--- src/rtl/dl_pkg.sv ---
// dl_core shared definitions: opcodes, register indices, FSM states.
package dl_pkg;

  localparam logic [4:0] OP_ADD = 5'b01000;
  localparam logic [4:0] OP_OR  = 5'b01001;
  localparam logic [4:0] OP_AND = 5'b01010;
  localparam logic [4:0] OP_XOR = 5'b01011;
  localparam logic [4:0] OP_INC = 5'b01100;
  localparam logic [4:0] OP_NOT = 5'b01101;
  localparam logic [4:0] OP_ROR = 5'b01110;
  localparam logic [4:0] OP_ROL = 5'b01111;
  localparam logic [4:0] OP_SUB = 5'b11000;
  localparam logic [4:0] OP_DEC = 5'b11001;
  localparam logic [4:0] OP_HLT = 5'b11111;

  localparam logic [2:0] R_IN  = 3'd5;
  localparam logic [2:0] R_LED = 3'd6;
  localparam logic [2:0] R_PC  = 3'd7;

  typedef enum logic {
    S_RUN,
    S_HALT
  } state_t;

endpackage

--- src/rtl/dl_alu.sv ---
// dl_core combinational ALU: arithmetic, logic, rotate.
module dl_alu
  import dl_pkg::*;
#(
  parameter int W = 4
) (
  input  logic [W-1:0] i_a,
  input  logic [W-1:0] i_b,
  input  logic [4:0]   i_op,
  output logic [W-1:0] o_res,
  output logic         o_c,
  output logic         o_z
);

  logic [W:0] w_s;

  // MSB of the W+1 bit result is carry for adds, borrow for subtracts
  always_comb begin
    w_s = '0;
    case (i_op)
      OP_ADD:  w_s = {1'b0, i_a} + {1'b0, i_b};
      OP_OR:   w_s = {1'b0, i_a | i_b};
      OP_AND:  w_s = {1'b0, i_a & i_b};
      OP_XOR:  w_s = {1'b0, i_a ^ i_b};
      OP_INC:  w_s = {1'b0, i_b} + (W+1)'(1);
      OP_NOT:  w_s = {1'b0, ~i_b};
      OP_ROR:  w_s = {1'b0, i_b[0], i_b[W-1:1]};
      OP_ROL:  w_s = {1'b0, i_b[W-2:0], i_b[W-1]};
      OP_SUB:  w_s = {1'b0, i_a} - {1'b0, i_b};
      OP_DEC:  w_s = {1'b0, i_b} - (W+1)'(1);
      default: w_s = '0;
    endcase
  end

  assign o_res = w_s[W-1:0];
  assign o_c   = w_s[W];
  assign o_z   = ~|w_s[W-1:0];

endmodule

--- src/rtl/dl_core.sv ---
// dl_core: tiny 8-register accumulator CPU, one instruction per cycle.
module dl_core
  import dl_pkg::*;
#(
  parameter int DATA_W = 4,
  parameter int PC_W   = 4
) (
  input  logic              clk,
  input  logic              reset,
  input  logic [DATA_W-1:0] btn,
  input  logic [7:0]        dout,
  input  logic              imem_valid,
  output logic [DATA_W-1:0] led,
  output logic [PC_W-1:0]   adr,
  output logic              halted
);

  logic [DATA_W-1:0] r_gpr [0:7];
  logic [DATA_W-1:0] r_sync1, r_sync2;
  logic [PC_W-1:0]   r_pc;
  logic              r_c, r_z;
  state_t            r_state;

  logic [4:0]        w_op;
  logic [2:0]        w_sss, w_ddd;
  logic [DATA_W-1:0] w_rs, w_imm, w_res;
  logic [PC_W-1:0]   w_pc1, w_tgt;
  logic              w_alu_c, w_alu_z;
  logic              w_setc, w_setz;

  assign w_op  = dout[7:3];
  assign w_sss = dout[2:0];
  assign w_ddd = w_op[2:0];
  assign w_imm = DATA_W'({w_op[0], w_sss});
  assign w_pc1 = r_pc + PC_W'(1);
  assign w_tgt = (r_pc & ~PC_W'(4'hF))
               | PC_W'({w_op[0], w_sss});

  // r5 is the synchroniser output, r7 is the PC
  always_comb begin
    if (w_sss == R_IN)
      w_rs = r_sync2;
    else if (w_sss == R_PC)
      w_rs = DATA_W'(r_pc);
    else
      w_rs = r_gpr[w_sss];
  end

  assign w_setc = (w_op == OP_ADD) || (w_op == OP_INC)
               || (w_op == OP_SUB) || (w_op == OP_DEC);
  assign w_setz = w_setc || (w_op == OP_OR)
               || (w_op == OP_AND) || (w_op == OP_XOR)
               || (w_op == OP_NOT);

  dl_alu #(.W(DATA_W)) u_alu (
    .i_a   (r_gpr[0]),
    .i_b   (w_rs),
    .i_op  (w_op),
    .o_res (w_res),
    .o_c   (w_alu_c),
    .o_z   (w_alu_z)
  );

  always_ff @(posedge clk) begin
    if (reset) begin
      for (int i = 0; i < 8; i++) r_gpr[i] <= '0;
      r_sync1 <= '0;
      r_sync2 <= '0;
      r_pc    <= '0;
      r_c     <= 1'b0;
      r_z     <= 1'b0;
      r_state <= S_RUN;
    end else begin
      r_sync1 <= btn;
      r_sync2 <= r_sync1;
      if (r_state == S_RUN && imem_valid) begin
        if (w_setc) r_c <= w_alu_c;
        if (w_setz) r_z <= w_alu_z;
        casez (w_op)
          5'b00???: begin
            if (w_ddd == R_PC) begin
              r_pc <= PC_W'(w_rs);
            end else begin
              if (w_ddd != R_IN) r_gpr[w_ddd] <= w_rs;
              r_pc <= w_pc1;
            end
          end
          OP_ADD, OP_OR, OP_AND, OP_XOR, OP_SUB: begin
            r_gpr[0] <= w_res;
            r_pc     <= w_pc1;
          end
          OP_INC, OP_NOT, OP_ROR, OP_ROL, OP_DEC: begin
            if (w_sss == R_PC) begin
              r_pc <= PC_W'(w_res);
            end else begin
              if (w_sss != R_IN) r_gpr[w_sss] <= w_res;
              r_pc <= w_pc1;
            end
          end
          5'b1000?: begin
            r_pc <= r_c ? w_pc1 : w_tgt;
            r_c  <= 1'b0;
          end
          5'b1001?: r_pc <= w_tgt;
          5'b1010?: begin
            r_gpr[0] <= w_imm;
            r_pc     <= w_pc1;
          end
          5'b1011?: r_pc <= r_z ? w_tgt : w_pc1;
          OP_HLT:   r_state <= S_HALT;
          default:  r_pc <= w_pc1;
        endcase
      end
    end
  end

  assign led    = r_gpr[R_LED];
  assign adr    = r_pc;
  assign halted = (r_state == S_HALT);

endmodule

--- config.mk ---
export PLATFORM = sky130hd
export DESIGN_NAME = dl_core
export DESIGN_NICKNAME = d
export VERILOG_FILES = /design/src/rtl/dl_pkg.sv /design/src/rtl/dl_alu.sv /design/src/rtl/dl_core.sv
export SDC_FILE = /design/constraint.sdc
export NUM_CORES = 1
export LEC_CHECK = 0
export CORE_UTILIZATION = 45
export CTS_BUF_LIST = sky130_fd_sc_hd__clkbuf_16
export CTS_CLUSTER_DIAMETER = 60
export DETAILED_ROUTE_END_ITERATION = 6
export PLACE_DENSITY = 0.72
export SYNTH_ARGS = -nofsm -noshare
export SYNTH_HDL_FRONTEND = slang
export SYNTH_SLANG_ARGS = --single-unit
export TNS_END_PERCENT = 30
--- constraint.sdc ---
create_clock -name clk -period 4.7 [get_ports clk]
set_clock_uncertainty 0.2 [all_clocks]
set_input_delay 0.94 -clock clk [delete_from_list [all_inputs] [get_ports clk]]
set_output_delay 0.94 -clock clk [all_outputs]
set_load 0.03 [all_outputs]
==> results.md, run 1 <==
- Worst slew pin tran: 613 ps
- Dpl hpwl: 6280 µm
- WHS Endpoint: r_sync2[2]
- Worst vdd ir: 348 µV
- Status: finished clean
- DR WL/cell: approximately 18 µm
- CP Capture Type: flip-flop
- Rel. slew slack: 58.7%
- WS Path Type: in -> reg
- CP max stage delay: 530 ps
- Final setup margin: 255 ps
- # DRC: 0
- Sequential share of the synthesized area: 33.0%
- Reg2reg path depth: 9
- Post-Syn Area: a little over 0.003 mm²
- Worst EP arrival: approximately 4300 ps
- Min-delay src: r_sync1[2]
- Max Cap Violations: 0
- Die height: 84.9 µm
- Fmax: 225 MHz
- Die X: 84.9 µm
- Nets: between 400 and 500
- Post-synth EDFFs: 24
- Initial Utilization: 47.7%
- Fin. max-slew vios: 0
- CTS clk-pin slew, worst paths: approximately 60 ps
- Largest net degree at the start of global routing: 18
- Synth Area per Inst: about 9.0 µm²
- Synth cell types: 63
- Clock Sinks: 39
- Core area: 0.00649 mm²
- Initial antenna violation count: 0
- DP Worst Slack: -3.48 ps
- Proportion of layout cells with a drive suffix above 1: 11.3%
- Post-CTS sizing: 0
- Vias in the first global route: approximately 2800
- Number of I/O pins: 24
- Gpl congestion: 0.984
- Clk Latency, worst-skew pair: ~280 ps
- Setup Buffers After CTS: 0
- CP Max Fanout: 17
- Fin crit period: about 4400 ps
- Antenna Nets Post-Route: 0
- CP max-delay cell: mux4_2
- Synth warn: 0
- Ys flop type: edfxtp_1
- Full die area: 0.00721 mm²
- Syn_nets: 379
- Hold Crit Class: reg -> reg
- # setup viols final: 0
- Reg2reg start: adr[2]
- Startpoint types: input pin
- Layout area overhead: 19.4%
- Routed vias: 2823
- CTS tree: done
- Initial DRC count: 165
- Final WL: 8380 µm
- H-tree depth: 2
- P per Cell Area: between 200 and 300 mW/mm²
- Grt total ovfl: 0
- ANT cells: 0
- Reg-to-Reg End: r_gpr[0][3]
- IO buf count: 23
- Longest Clk Path Bufs: 2
- Reg2Reg Setup Slack: around 1200 ps
- Async S/R FF share, synth: 0%
- Leak Pwr: around 1.5 nW
- Hold Path Cell Cnt: 1
- CTS Root Cell: clkbuf_16
- Synth Instances: 344
- WHS: ~240 ps
- DRT Pass-1 Iters: 5
- Global Route Usage Sum: 24.1%
- Setup TNS: 0 ps
- Post-CTS Hold Fix Bufs: 0
- RSZ-0062 raised after global routing: false
- Final hold violations: 0
- Synth Register Bits: 39
- Vias per cell: 6.15
- Critical path required time: 4520 ps
- Fin crit share: 94.6%
- Rows: 29
- Num CTS Buffers: 5
- Crit-path cells: clkdlybuf4s50_1 > buf_12 > mux2i_1 > mux4_2 > ha_1 > fa_1 > xnor2_1 > o211ai_1 > o211ai_1 > or3_1 > o21ai_1 > o21ai_1
- First-pass GRT wire length: 13800 µm
[cell usage after synthesis (3+ instances only)]
cell | n | area, µm²
o22ai_1 | 8 | 50.1
nor2b_1 | 17 | 106
a32oi_1 | 3 | 26.3
nor3b_1 | 6 | 45.0
o21ai_0 | 13 | 65.1
nand2b_1 | 13 | 81.3
a21oi_1 | 14 | 70.1
o21ai_1 | 7 | 35.0
ha_1 | 18 | 225
xor2_1 | 3 | 26.3
nor2_1 | 40 | 150
nand3_1 | 12 | 60.1
mux4_2 | 4 | 90.1
xnor2_1 | 4 | 35.0
clkbuf_1 | 10 | 37.5
mux2i_1 | 20 | 200
nor3_1 | 6 | 30.0
and3b_1 | 3 | 26.3
edfxtp_1 | 24 | 721
o211ai_1 | 6 | 45.0
a211oi_1 | 4 | 30.0
dfxtp_1 | 15 | 300
or4_1 | 3 | 22.5
nand2_1 | 26 | 97.6
inv_1 | 15 | 56.3
[layer usage]
layer | routed length (µm) | up-vias | GRT usage, %
li1 | - | 1346 | -
met1 | 3540 | 1314 | 31.4
met2 | 4030 | 140 | 41.1
met3 | 591 | 23 | 3.40
met4 | 214 | 0 | 8.47
met5 | 0 | - | 0
[logic make-up (layout without fill, tap and decap cells)]
kind of cell             count (synthesis)  in the layout  synth area share [%]
buffers and inverters                   32             70                  5.50
XOR/XNOR                                 7              7                  1.98
AO/OA/AOI/OAI                           80             80                  17.5
flip-flops                              39             39                  33.0
AND/OR/NAND/NOR                        140            140                  23.4
multiplexers                            25             25                  9.74
adder cells (fa/ha/maj)                 21             21                  8.89
[stage by stage]
stage	power, mW	instances	cell area [µm²]	utilization, %
2_1_floorplan	0.579	344	3100	-
3_3_place_gp	0.668	451	3510	54.0
3_5_place_dp	0.671	451	3510	54.0
4_1_cts	1.10	459	3700	56.9
5_1_grt	1.14	459	3700	56.9
6_report	1.10	459	3700	56.9
[state kept, by name, indices dropped and copies added, names as in the netlist]
| register | flops |
|---|---|
| r_gpr | 24 |
| adr | 4 |
| r_sync1 | 4 |
| r_sync2 | 4 |
| halted | 1 |
| r_c | 1 |
| r_z | 1 |
[where the power goes]
part	internal, mW	total (mW)	switching (mW)
combinational	0.121	0.278	0.158
clock	0.302	0.432	0.130
sequential	0.379	0.393	0.0133
total	0.802	1.10	0.301
[worst max-delay path, delay by kind of cell]
| family | cells | cell delay (ps) |
|---|---|---|
| AOI/OAI and AO/OA | 4 | 760 |
| and+or+nand+nor | 1 | 440 |
| adders and majority gates | 2 | 650 |
| buffers and inverters | 2 | 680 |
| muxes | 2 | 620 |
| xor gates and xnor gates | 1 | 160 |
[area by class of cell]
cell class,instances,area (µm²)
Inverter,17,65.1
Clock buffer,5,125
Sequential cell,39,1020
Fill cell,549,2800
Timing Repair Buffer,45,420
Clock inverter,3,63.8
Multi-Input combinational cell,273,1900
Tap cell,77,96.3
[worst max path at each step]
stage / start / end / slack (ps) / depth (start not counted)
5_1_grt: dout[0] / r_gpr[0][2] / 130 / 12
3_5_place_dp: dout[0] / r_gpr[0][2] / -3 / 12
4_1_cts: dout[0] / r_gpr[0][2] / 270 / 12
3_3_place_gp: dout[0] / r_gpr[1][2] / 100 / 12
2_1_floorplan: dout[3] / r_gpr[0][3] / 670 / 11
6_report: dout[0] / r_gpr[0][2] / 250 / 12
[placed cells by master, fill, tap and decap left out, types with 4 or more instances in the layout]
cell type and count:
nor3_1 6, clkbuf_16 5, a211oi_1 4, o22ai_1 8, ha_1 18, mux2i_1 20
o21ai_1 7, mux4_2 4, nor3b_1 6, nand2_1 26, xnor2_1 4, clkdlybuf4s50_1 23
o211ai_1 6, nor2b_1 17, a21oi_1 14, o21ai_0 13, inv_1 16, nand2b_1 13
nand3_1 12, dfxtp_1 15, buf_4 20, nor2_1 40, edfxtp_1 24
No activity file was read; power rests on OpenSTA's default activity.
==> run 2, diff against run 1 <==
Settings changed: CORE_MARGIN from default to 2.
==> run 2 against run 1 <==
Net effect:
- first-iteration DRC count rose by 61%
- cell area is 1.1% lower
- worst setup slack got worse by 50 ps
- sequential share of layout area up 0.30 points
- global-route usage grew 0.56 points
- utilization is 2.5 points lower
- clock-buffer cell count did not move
- wire length is 5.3% higher
- hold slack better by 0.89 ps
- largest cell class unchanged
- fmax down 1.1%
==> results.md, run 2 (synthesized netlist as in run 1, its figures left out) <==
- Status: finished clean
- Global Route Usage Sum: 24.7% (+0.56 points)
- Flop pwr share: 37.1% (+1.5 points)
- Clock Sinks: 39 (unchanged)
- Max Cap Violations: 0 (unchanged)
- CTS Root Cell: clkbuf_16
- CTS tree: done
- WS Path Type: in -> reg
- Initial antenna violation count: 0 (unchanged)
- Full die area: 0.00756 mm² (+4.8%)
- Post-route insts no fill: 459 (unchanged)
- Gpl congestion: 0.959 (-2.6%)
- Initial Utilization: 46.1% (-1.6 points)
- Reg2Reg Setup Slack: 950 ps (-210 ps)
- Nets: 413 (-0.72%)
- DR WL/cell: 19.2 µm (+5.3%)
- Setup Buffers After CTS: 0 (unchanged)
- Commonest non-fill, non-tap cell in the layout: nor2_1
- Crit-path cells: clkdlybuf4s50_1 > buf_12 > mux2i_1 > mux4_2 > ha_1 > fa_1 > xnor2_1 > o211ai_1 > o211ai_1 > or3_1 > o21ai_1 > buf_4 > o21ai_1
- Core Util, Final: 54.4% (-2.5 points)
- Most frequent cells in the layout: nor2_1 (40), nand2_1 (26), edfxtp_1 (24)
- H-tree depth: 2 (unchanged)
- DRT Pass-1 Iters: 5 (unchanged)
- Fin crit period: 4500 ps (+50.2 ps)
- Fin crit share: 95.6% (+1.1 points)
- RSZ-0062 raised after global routing: false
- Proportion of layout cells with a drive suffix above 1: 10.6% (-0.70 points)
- Core area: 0.00672 mm² (+3.4%)
- CP Max Fanout: 17 (unchanged)
- CTS clk-pin slew, worst paths: 60 ps (about the same)
- DP Worst Slack: -21.9 ps (-18.4 ps)
- Comb pwr share: 26.2% (+1.0 points)
- Startpoint types: input pin
- Internal power: 748 µW (-6.7%)
- # setup viols final: 0 (unchanged)
- CP max stage delay: 570 ps (+40 ps)
- Sw Pwr: 313 µW (+4.1%)
- ANT cells: 0 (unchanged)
- Fin. max-slew vios: 0 (unchanged)
- Leak Pwr: 1.48 nW (-1.9%)
- Crit path buffers/inverters: 3 (+1)
- IO buf count: 23 (unchanged)
- Clock power frac: 36.7% (-2.5 points)
- Largest net degree at the start of global routing: 21 (+3)
- Placed Cells: 451 (unchanged)
- Layout area overhead: 18.1%
- Antenna Nets Post-Route: 0 (unchanged)
- Worst vdd ir: 220 µV (-37%)
- Die height: 86.9 µm (+2.4%)
- Final WL: 8820 µm (+5.3%)
- Vias in the first global route: 2782 (+0.40%)
- Rows: 30 (+3.4%)
- Worst slew pin tran: 626 ps (+13.1 ps)
- Post-CTS Hold Fix Bufs: 0 (unchanged)
- WHS: 237 ps (+0.893 ps)
- Dpl hpwl: 6540 µm (+4.2%)
- CP Capture Type: flip-flop
- Fmax: 222 MHz (-1.1%)
- Grt total ovfl: 0 (unchanged)
- Critical path required time: 4520 ps (about the same)
- Hold Crit Class: reg -> reg
- Top reg by flops: r_gpr
- # DRC: 0 (unchanged)
- Post-CTS sizing: 0 (unchanged)
- Rel. slew slack: 57.8% (-0.95 points)
- Num CTS Buffers: 5 (unchanged)
- Worst EP arrival: 4320 ps (+60 ps)
- First-pass GRT wire length: 14400 µm (+4.9%)
- Die X: 86.9 µm (+2.4%)
- Vias per cell: 6.06 (-1.5%)
- Number of I/O pins: 24 (unchanged)
- Initial DRC count: 266 (+61%)
- Routed vias: 2782 (-1.5%)
- Max reg flops: 24 (unchanged)
- P per Cell Area: 290 mW/mm² (-2.7%)
- Final hold violations: 0 (unchanged)
- Kind of cell adding the most delay to the critical path: buffers and inverters
- Net Sw Frac: 29.5% (+2.2 points)
- CP max-delay cell: mux4_2
- Longest Clk Path Bufs: 2 (unchanged)
- Clk Latency, worst-skew pair: 280 ps (about the same)
- Final setup margin: 205 ps (-50.2 ps)
[run 2: cell count changes in the layout (fill, tap and decap cells not counted), sizes merged]
cell	previous run	this run
buf	22	19
bufinv	2	1
clkinv	2	3
[run 2: worst paths after layout]
| kind | from | end | cells past startpoint |
|---|---|---|---|
| setup / recovery | dout[0] | r_gpr[0][2] | 13 |
| hold / removal | r_sync1[0] | r_sync2[0] | 1 |
| setup reg to reg | adr[0] | r_gpr[0][2] | 11 |
| hold reg to reg | r_sync1[0] | r_sync2[0] | 1 |
[run 2: layout make-up]
| type | count | area, µm² |
|---|---|---|
| Fill cell | 597 | 3060 |
| Multi-Input combinational cell | 273 | 1900 |
| Sequential cell | 39 | 1020 |
| Timing Repair Buffer | 42 | 398 |
| Clock buffer | 5 | 125 |
| Tap cell | 80 | 100 |
| Inverter | 17 | 65.1 |
| Clock inverter | 3 | 42.5 |
[run 2: power by group through the flow]
stage / clock, mW / combinational [mW] / sequential (mW)
finish: 0.389 / 0.278 / 0.394
global route: 0.406 / 0.303 / 0.396
CTS: 0.395 / 0.275 / 0.394
detailed placement: 0 / 0.272 / 0.401
global placement: 0 / 0.268 / 0.401
floorplan: 0 / 0.174 / 0.404
[run 2: per-layer routing]
metal  track usage (%)  vias up  share of wire, %
met5                 0        -                 0
met3              3.51       38               6.2
met4              11.4        0               4.7
li1                  -     1330                 -
met1              31.9     1283                42
met2              40.9      131                48
[run 2: worst register-to-register path, stage by stage (launching register included)]
cell	delay, ps
dfxtp_1	530
mux2i_1	180
mux4_2	570
ha_1	260
fa_1	410
xnor2_1	190
o211ai_1	140
o211ai_1	140
or3_1	470
o21ai_1	160
buf_4	160
o21ai_1	70
[run 2: per-stage QoR]
stage / area [µm²] / total power [mW] / setup TNS [ps]
final: 3660 / 1.06 / 0
after global routing: 3660 / 1.10 / 0
after floorplan: 3100 / 0.579 / 0
after global placement: 3490 / 0.669 / 0
after CTS: 3660 / 1.06 / 0
after detailed placement: 3490 / 0.673 / -22.4
==> run 3, diff against run 2 <==
Settings changed: CORE_UTILIZATION 45 to 59, PLACE_DENSITY 0.72 to 0.81.
==> run 3 against run 2 <==
Net effect:
- critical path type unchanged
- critical path depth did not move
- total power rose by 2.5%
- cell count fell by 2.4%
- first-iteration DRC count rose by 70%
- non-clock buffer count fell by 1
- combinational power fell by 2%
==> results.md, run 3 (synthesized netlist as in run 1, its figures left out) <==
- Status: finished clean
- Rel. slew slack: 60.9% (+3.1 points)
- Hold Crit Class: reg -> reg
- Design area: 0.00365 mm² (-0.10%)
- Crit path buffers/inverters: 3 (unchanged)
- # setup viols final: 0 (unchanged)
- Dpl hpwl: 6370 µm (-2.6%)
- Global Route Usage Sum: 30.8% (+6.1 points)
- # DRC: 0 (unchanged)
- WHS: 232 ps (-4.22 ps)
- Longest Clk Path Bufs: 2 (unchanged)
- DP Worst Slack: 113 ps (+135 ps)
- Clock Sinks: 39 (unchanged)
- WL met1: 3260 µm (-11%)
- CTS tree: done
- Commonest non-fill, non-tap cell in the layout: nor2_1
- P per Cell Area: 298 mW/mm² (+2.6%)
- WS Path Type: in -> reg
- Core area: 0.00507 mm² (-24%)
- Worst EP arrival: 4160 ps (-160 ps)
- Top Layer Used: met4
- Fin. max-slew vios: 0 (unchanged)
- Gpl congestion: 1.00 (+4.3%)
- Kind of cell adding the most delay to the critical path: buffers and inverters
- Fmax: 231 MHz (+3.9%)
- Fin crit share: 92.0% (-3.6 points)
- Routed vias: 2899 (+4.2%)
- Startpoint types: input pin
- Final WL: 8650 µm (-1.9%)
- CTS Root Cell: clkbuf_16
- Setup Buffers After CTS: 0 (unchanged)
- Number of I/O pins: 24 (unchanged)
- Initial antenna violation count: 0 (unchanged)
- DRT Pass-1 Iters: 5 (unchanged)
- First-pass GRT wire length: 14200 µm (-1.8%)
- Max Cap Violations: 0 (unchanged)
- Largest net degree at the start of global routing: 25 (+19%)
- Initial Utilization: 61.0% (+15 points)
- ANT cells: 0 (unchanged)
- Full die area: 0.00584 mm² (-23%)
- Most frequent cells in the layout: nor2_1 (40), nand2_1 (26), edfxtp_1 (24)
- H-tree depth: 2 (unchanged)
- CP max-delay cell: mux4_2
- Final setup margin: 374 ps (+169 ps)
- Max reg flops: 24 (unchanged)
- Post-CTS sizing: 0 (unchanged)
- Rows: 26 (-13%)
- Nets: 412 (-0.24%)
- Total power: 1.09 mW (+2.5%)
- CP max stage delay: 590 ps (+20 ps)
- Top reg by flops: r_gpr
- Crit-path cells: clkdlybuf4s50_1 > buf_12 > mux2i_1 > mux4_2 > ha_1 > fa_1 > xnor2_1 > o211ai_1 > o211ai_1 > or3_1 > o21ai_1 > buf_4 > o21ai_1
- Placed inst area: 0.00347 mm² (-0.57%)
- Leak Pwr: 1.49 nW (+0.47%)
- CTS clk-pin slew, worst paths: 60 ps (about the same)
- DR WL/cell: 19.3 µm (+0.48%)
- Critical path required time: 4530 ps (about the same)
- Clk Latency, worst-skew pair: 290 ps (about the same)
- Fin crit period: 4330 ps (-169 ps)
- CP Max Fanout: 17 (unchanged)
- Die X: 76.4 µm (-12%)
- Met3 routed WL: 765 µm (+40%)
- Post-CTS Hold Fix Bufs: 0 (unchanged)
- RSZ-0062 raised after global routing: false
- Worst vdd ir: 335 µV (+52%)
- Grt total ovfl: 0 (unchanged)
- Worst slew pin tran: 581 ps (-45.9 ps)
- Proportion of layout cells with a drive suffix above 1: 10.3% (-0.24 points)
- Setup TNS: 0 ps (unchanged)
- IO buf count: 23 (unchanged)
- Antenna Nets Post-Route: 0 (unchanged)
- Final hold violations: 0 (unchanged)
- Initial DRC count: 451 (+70%)
- Metal2 WL: 4320 µm (+3.1%)
- Vias per cell: 6.47 (+6.8%)
- CP Capture Type: flip-flop
- Die height: 76.4 µm (-12%)
- Layout area overhead: 18.0%
- Num CTS Buffers: 5 (unchanged)
- Vias in the first global route: 2851 (+2.5%)
-- run 3: changes by cell type in the layout (fill, tap and decap cells not counted) --
cell,delta
buf_4,-1
inv_1,+1
inv_6,-1
clkbuf_16,+1
clkinv_1,-1
-- run 3: worst paths after layout --
check	from	endpoint	slack, ps	cells past startpoint
setup / recovery	dout[0]	r_gpr[0][2]	370	13
setup reg to reg	adr[0]	r_gpr[0][2]	1120	11
hold reg to reg	r_sync1[0]	r_sync2[0]	230	1
hold / removal	r_sync1[0]	r_sync2[0]	230	1
-- run 3: final cells by class --
type                       count  area [µm²]
timing repair buffer          41         390
sequential                    39        1020
fill                         399        1420
tap                           70        87.6
clock buffer                   6         150
clock inverter                 2        33.8
inverter                      17        65.1
multi-input combinational    273        1900
-- run 3: per-layer routing --
| metal | global-route usage, % | up-vias |
|---|---|---|
| met5 | 0 | - |
| met4 | 14.9 | 0 |
| met3 | 7.94 | 41 |
| met2 | 51.2 | 178 |
| met1 | 37.1 | 1353 |
| li1 | - | 1327 |
-- run 3: stage by stage --
stage	utilization (%)	cells
after global routing	72.0	448
after detailed placement	68.3	440
final	72.0	448
after CTS	72.0	448
after global placement	68.3	440
after floorplan	-	344
-- run 3: report_power, final --
group	internal [mW]	switching, mW	total, mW
logic	0.117	0.156	0.273
registers	0.379	0.0152	0.394
clock network	0.281	0.140	0.421
total	0.777	0.311	1.09
